$ cat src/rtl/gpio_config_serializer.sv
// Transmit end of the GPIO configuration shift chain. Fetches one word per pad, highest index first,
// and shifts it MSB first on serial_clock/serial_data. It then strobes serial_load so every block latches.
module gpio_config_serializer #(
  parameter int NUM_IO    = 38,
  parameter int CFG_WIDTH = 10,
  parameter int CLK_DIV   = 4,
  localparam int AW = (NUM_IO > 1) ? $clog2(NUM_IO) : 1,
  localparam int DW = $clog2(CLK_DIV + 1),
  localparam int BW = (CFG_WIDTH > 1) ? $clog2(CFG_WIDTH) : 1
) (
  input  logic                 wb_clk_i,
  input  logic                 wb_rst_i,
  input  logic                 start,
  output logic                 busy,
  output logic                 done,
  output logic [AW-1:0]        cfg_addr,
  input  logic [CFG_WIDTH-1:0] cfg_data,
  output logic                 serial_clock,
  output logic                 serial_data,
  output logic                 serial_load
);

  typedef enum logic [2:0] {
    ST_IDLE,
    ST_FETCH,
    ST_SHIFT_LO,
    ST_SHIFT_HI,
    ST_LOAD,
    ST_DONE
  } state_t;

  state_t               r_state;
  logic [DW-1:0]        r_div_cnt;
  logic [BW-1:0]        r_bit_cnt;
  logic [CFG_WIDTH-1:0] r_shift;
  logic [AW-1:0]        r_addr;
  logic                 r_busy;
  logic                 r_done;
  logic                 r_sclk;
  logic                 r_sdata;
  logic                 r_sload;

  state_t               w_state_next;
  logic [DW-1:0]        w_div_next;
  logic [BW-1:0]        w_bit_next;
  logic [CFG_WIDTH-1:0] w_shift_next;
  logic [AW-1:0]        w_addr_next;
  logic                 w_phase_end;
  logic                 w_sdata_next;

  always_comb begin
    w_phase_end  = (r_div_cnt == DW'(CLK_DIV - 1));
    w_state_next = r_state;
    w_div_next   = r_div_cnt + DW'(1);
    w_bit_next   = r_bit_cnt;
    w_shift_next = r_shift;
    w_addr_next  = r_addr;

    case (r_state)
      ST_IDLE: begin
        w_div_next = '0;
        if (start) begin
          w_state_next = ST_FETCH;
          w_addr_next  = AW'(NUM_IO - 1);
        end
      end
      // The divider counter doubles as the two-cycle fetch timer; cfg_data is valid in the 2nd cycle.
      ST_FETCH: begin
        if (r_div_cnt == DW'(1)) begin
          w_state_next = ST_SHIFT_LO;
          w_div_next   = '0;
          w_shift_next = cfg_data;
          w_bit_next   = BW'(CFG_WIDTH - 1);
        end
      end
      ST_SHIFT_LO: begin
        if (w_phase_end) begin
          w_state_next = ST_SHIFT_HI;
          w_div_next   = '0;
        end
      end
      ST_SHIFT_HI: begin
        if (w_phase_end) begin
          w_div_next   = '0;
          w_shift_next = r_shift << 1;
          if (r_bit_cnt != '0) begin
            w_bit_next   = r_bit_cnt - BW'(1);
            w_state_next = ST_SHIFT_LO;
          end else if (r_addr != '0) begin
            w_addr_next  = r_addr - AW'(1);
            w_state_next = ST_FETCH;
          end else begin
            w_state_next = ST_LOAD;
          end
        end
      end
      ST_LOAD: begin
        if (w_phase_end) begin
          w_state_next = ST_DONE;
          w_div_next   = '0;
        end
      end
      ST_DONE: begin
        w_state_next = ST_IDLE;
        w_div_next   = '0;
        w_addr_next  = AW'(NUM_IO - 1);
      end
      default: begin
        w_state_next = ST_IDLE;
        w_div_next   = '0;
      end
    endcase

    // Outputs are registered from the next state so each one is valid on the first cycle of its phase.
    case (w_state_next)
      ST_SHIFT_LO: w_sdata_next = w_shift_next[CFG_WIDTH-1];
      ST_SHIFT_HI: w_sdata_next = r_sdata;
      default:     w_sdata_next = 1'b0;
    endcase
  end

  always_ff @(posedge wb_clk_i) begin
    if (wb_rst_i) begin
      r_state   <= ST_IDLE;
      r_div_cnt <= '0;
      r_bit_cnt <= '0;
      r_shift   <= '0;
      r_addr    <= AW'(NUM_IO - 1);
      r_busy    <= 1'b0;
      r_done    <= 1'b0;
      r_sclk    <= 1'b0;
      r_sdata   <= 1'b0;
      r_sload   <= 1'b0;
    end else begin
      r_state   <= w_state_next;
      r_div_cnt <= w_div_next;
      r_bit_cnt <= w_bit_next;
      r_shift   <= w_shift_next;
      r_addr    <= w_addr_next;
      r_busy    <= (w_state_next != ST_IDLE);
      r_done    <= (w_state_next == ST_DONE);
      r_sclk    <= (w_state_next == ST_SHIFT_HI);
      r_sdata   <= w_sdata_next;
      r_sload   <= (w_state_next == ST_LOAD);
    end
  end

  assign busy         = r_busy;
  assign done         = r_done;
  assign cfg_addr     = r_addr;
  assign serial_clock = r_sclk;
  assign serial_data  = r_sdata;
  assign serial_load  = r_sload;

endmodule

$ cat config.mk
export PLATFORM = sky130hd
export DESIGN_NAME = gpio_config_serializer
export DESIGN_NICKNAME = d
export VERILOG_FILES = /design/src/rtl/gpio_config_serializer.sv
export SDC_FILE = /design/constraint.sdc
export NUM_CORES = 1
export LEC_CHECK = 0
export CAP_MARGIN = 20
export CORE_MARGIN = 1.5
export CORE_UTILIZATION = 45
export CTS_CLUSTER_DIAMETER = 30
export CTS_CLUSTER_SIZE = 40
export DETAILED_ROUTE_END_ITERATION = 7
export PLACE_DENSITY_LB_ADDON = 0.12
export SLEW_MARGIN = 20
export SYNTH_ARGS = -nofsm -noshare
export SYNTH_HDL_FRONTEND = slang
export SYNTH_SLANG_ARGS = --single-unit
export TNS_END_PERCENT = 30
$ cat constraint.sdc
create_clock -name wb_clk_i -period 4.3 [get_ports wb_clk_i]
set_clock_uncertainty 0.15 [all_clocks]
set_input_delay 0.86 -clock wb_clk_i [delete_from_list [all_inputs] [get_ports wb_clk_i]]
set_output_delay 0.86 -clock wb_clk_i [all_outputs]
set_load 0.05 [all_outputs]
==> flow_summary_export.csv <==
group,metric,value,unit
status,status,"complete, no violations",
detailed_routing,wl,2930,um
logic_synthesis,synth-compound-area-share,20.7,%
hold_path,hold_end,"r_div_cnt[0]$_SDFF_PP0_",
worst_setup_path,critPathBufInv,1,
worst_setup_path,crit_required,3.29,ns
detailed_routing,vias,1226,
placement,place_hpwl,2130,um
logic_synthesis,synth_xor_area_share,4.05,%
timing,totalNegativeSetupSlack,0,ns
logic_synthesis,ys_ff_latch,31,
cts,cts_setup_buffers,0,
placement,gp_congestion,0.709,
logic_synthesis,synth_top_family_by_area,"compound AO/OA/AOI/OAI gates",
global_routing,grt_pass1_vias,1209,
hold_path,hold_start,"r_div_cnt[0]$_SDFF_PP0_",
cts,clockBufferDepth,2,
cts,cts.sinks,31,
timing,final_hold_viol_count,0,
logic_synthesis,synth_nets,188,
timing,setup_viol,0,
worst_setup_path,cp.arrival,1.64,ns
power,seqPwrFrac,57.9,%
floorplan,fp.coreArea,3130,um2
placement,portBuffers,23,
final_layout,multi_input_area,813,um2
logic_synthesis,yosys_warnings,0,
worst_setup_path,rr_worst_depth,7,
power,clkPwrFrac,30.6,%
job,cap_violations,0,
worst_setup_path,crit_family,"buffers and inverters",
floorplan,row_count,20,
cts,cts_root_buf,"clkbuf_4",
final_layout,drive_above_1_share,8.42,%
worst_setup_path,rrSetupSlack,1.87,ns
power,power_density,288,nW/um2
power,p_sw,134,uW
power,ir_drop,229,uV
floorplan,fp.dieH,61.0,um
final_layout,syn_to_final_growth,19.2,%
worst_setup_path,crit_chain,"clkdlybuf4s50_1",
floorplan,fp.dieW,61.0,um
placement,preCtsSetupSlack,1.49,ns
global_routing,gr-total-overflow,0,
power,p_int,385,uW
hold_path,whs_path_depth,1,
worst_setup_path,worst_setup_path_end_kind,"output pin",
detailed_routing,drcViolationCount,0,
placement,placed_cell_area,1750,um2
timing,max_freq,0.377,GHz
logic_synthesis,syn_inst,167,
cts,clkLatencyLatePin,0.33,ns
timing,rsz0062_at_grt,"no",
logic_synthesis,syn-cell-area,1510,um2
timing,finalCriticalPeriod,2.65,ns
power,p_sw_share,25.8,%
logic_synthesis,synthAdderAreaFrac,6.62,%
worst_setup_path,critPathMaxStageDelay,0.85,ns
cts,cts_tree,"built",
worst_setup_path,path_max_fanout,6,
final_layout,antenna_cells,0,
power,p_comb_share,11.5,%
floorplan,io_pins,24,
cts,hold_buffers,0,
detailed_routing,drtIter0Drc,64,
logic_synthesis,synth.distinct_cells,43,
power,p_leak,0.000629,uW
floorplan,start_util,48.4,%
final_layout,fill_cells,296,
logic_synthesis,synth-simple-area-share,20.3,%
logic_synthesis,synth_ff_type,"dfxtp_1",
placement,dp.cells,226,
global_routing,antenna_found_initial,0,
detailed_routing,dr.pass1.iters,4,
global_routing,grt_max_degree,29,
timing,maxSlewViolCount,0,
worst_setup_path,worst-setup-path-type,"reg2out",
timing,slew_headroom,34.7,%
logic_synthesis,synth.yosys.seq_area_share,41.0,%
final_layout,fin_nets,210,
logic_synthesis,syn_area_per_cell,9.06,um2
hold_path,hp-class,"reg2reg",
worst_setup_path,r2r-end,"r_bit_cnt[3]$_SDFFE_PP0P_",
worst_setup_path,r2r-start,"r_div_cnt[0]$_SDFF_PP0_",
global_routing,grt_pass1_wl,5200,um
timing,period_share,61.7,%
cts,numCtsBuffers,5,
timing,setup_slack,1.65,ns
final_layout,layout.cells.non_filler,234,
final_layout,final_cell_area,1800,um2
detailed_routing,via_per_inst,5.24,
worst_setup_path,cp-start-kind,"flip-flop",
logic_synthesis,synth_edf_count,0,
timing,worst_pin_slew,0.976,ns
logic_synthesis,synth_mux_area_share,2.07,%
cts,clk_pin_slew,0.09,ns
final_layout,seqCellArea,621,um2
worst_setup_path,critPathSlowestCell,"clkdlybuf4s50_1",
cts,htreeDepth,2,
final_layout,fin_util,57.6,%
floorplan,dieArea,3720,um2
detailed_routing,wl_per_cell,12.5,um
logic_synthesis,async_flop_share,0,%
detailed_routing,postRouteAntennaNets,0,
cts,cts_resized,0,
global_routing,grt_usage,18.9,%
==> worst max-delay path by stage <==
| stage | to | slack, ns | depth (start not counted) | start |
|---|---|---|---|---|
| after floorplan | cfg_addr[4]$_SDFFE_PP0P_ | 2.04 | 5 | start |
| after global placement | cfg_addr[4]$_SDFFE_PP0P_ | 1.51 | 6 | start |
| after detailed placement | cfg_addr[4]$_SDFFE_PP0P_ | 1.49 | 3 | wb_rst_i |
| after CTS | cfg_addr[2] | 1.63 | 1 | cfg_addr[2]$_SDFFE_PP1P_ |
| after global routing | cfg_addr[2] | 1.56 | 1 | cfg_addr[2]$_SDFFE_PP1P_ |
| final | cfg_addr[2] | 1.65 | 1 | cfg_addr[2]$_SDFFE_PP1P_ |
==> cells by family after synthesis <==
group | after synthesis
simple gates | 61
compound gates | 41
buf+inv | 16
flops | 31
fa+ha+maj | 8
mux | 3
xor+xnor | 7
==> worst reg2reg max path, stage by stage (launching register included) <==
cell and delay, ns:
dfxtp_1 0.36, ha_1 0.19, ha_1 0.29, and4b_1 0.47
nand2_1 0.16, or4_1 0.43, xor2_1 0.16, a21oi_1 0.08
==> cells in the mapped netlist, types with 3 or more instances <==
master    count  area [um2]
dfxtp_1      31         621
nor2_1       17        63.8
nand2_1      15        56.3
a21oi_1      12        60.1
a22oi_1       8        60.1
ha_1          8         100
nor3_1        8        40.0
inv_1         7        26.3
nand2b_1      5        31.3
xor2_1        5        43.8
a31oi_1       4        25.0
nor3b_1       4        30.0
buf_2         3        15.0
clkbuf_1      3        11.3
o21ai_0       3        15.0
==> layout make-up <==
class,count,area share (%)
Clock inverter,1,0.278
Multi-Input combinational cell,120,45.1
Clock buffer,7,2.50
Inverter,7,1.46
Timing Repair Buffer,24,13.2
Tap cell,44,3.05
Sequential cell,31,34.4
==> metal layers <==
| metal | up-vias | share of wire [%] | global-route usage (%) |
|---|---|---|---|
| li1 | 632 | - | - |
| met1 | 562 | 49 | 24.7 |
| met2 | 25 | 45 | 29.8 |
| met3 | 7 | 4.1 | 4.48 |
| met4 | 0 | 1.9 | 8.39 |
| met5 | - | 0 | 0 |
==> registers in the layout, indices dropped and copies added, names as in the netlist <==
register      count
serial_load       1
serial_clock      1
cfg_addr          6
busy              1
serial_data       1
done              1
r_div_cnt         3
r_state           3
r_bit_cnt         4
r_shift          10
==> cell usage in the layout (no fill, tap or decap), drive strengths merged <==
cell type | synthesis | final
o21ai | 4 | 4
a2bb2oi | 2 | 2
a211oi | 2 | 2
nor2b | 1 | 1
a22oi | 8 | 8
inv | 7 | 7
or3 | 2 | 2
mux2i | 2 | 2
ha | 8 | 8
a31oi | 4 | 4
o211ai | 1 | 1
mux2 | 1 | 1
o21bai | 1 | 1
o31a | 2 | 2
and4b | 1 | 1
buf | 6 | 1
nor2 | 17 | 17
o2bb2ai | 1 | 1
nor4 | 1 | 1
nand4b | 1 | 1
xnor2 | 2 | 2
nand3 | 1 | 1
nand2 | 15 | 15
a221oi | 1 | 1
xor2 | 5 | 5
a21oi | 13 | 13
or3b | 2 | 2
o311ai | 1 | 1
and2 | 2 | 2
o41ai | 1 | 1
dfxtp | 31 | 31
clkinv | 0 | 1
nor3b | 4 | 4
nand2b | 5 | 5
clkbuf | 3 | 7
clkdlybuf4s50 | 0 | 23
or4 | 1 | 1
nor3 | 8 | 8
==> through the flow <==
stage          hold slack (ns)  total power [uW]
6_report                 0.304               520
5_1_grt                  0.343               546
4_1_cts                  0.312               525
3_5_place_dp             0.293               368
3_3_place_gp             0.286               366
2_1_floorplan            0.271               347
==> power groups by stage <==
stage	Clock (uW)	Sequential, uW	Combinational (uW)
finish	159	301	59.8
global route	177	302	66.1
CTS	163	301	60.6
detailed placement	0	308	60.3
global placement	0	307	58.3
floorplan	0	309	38.8
(Power assumes the default switching activity.)
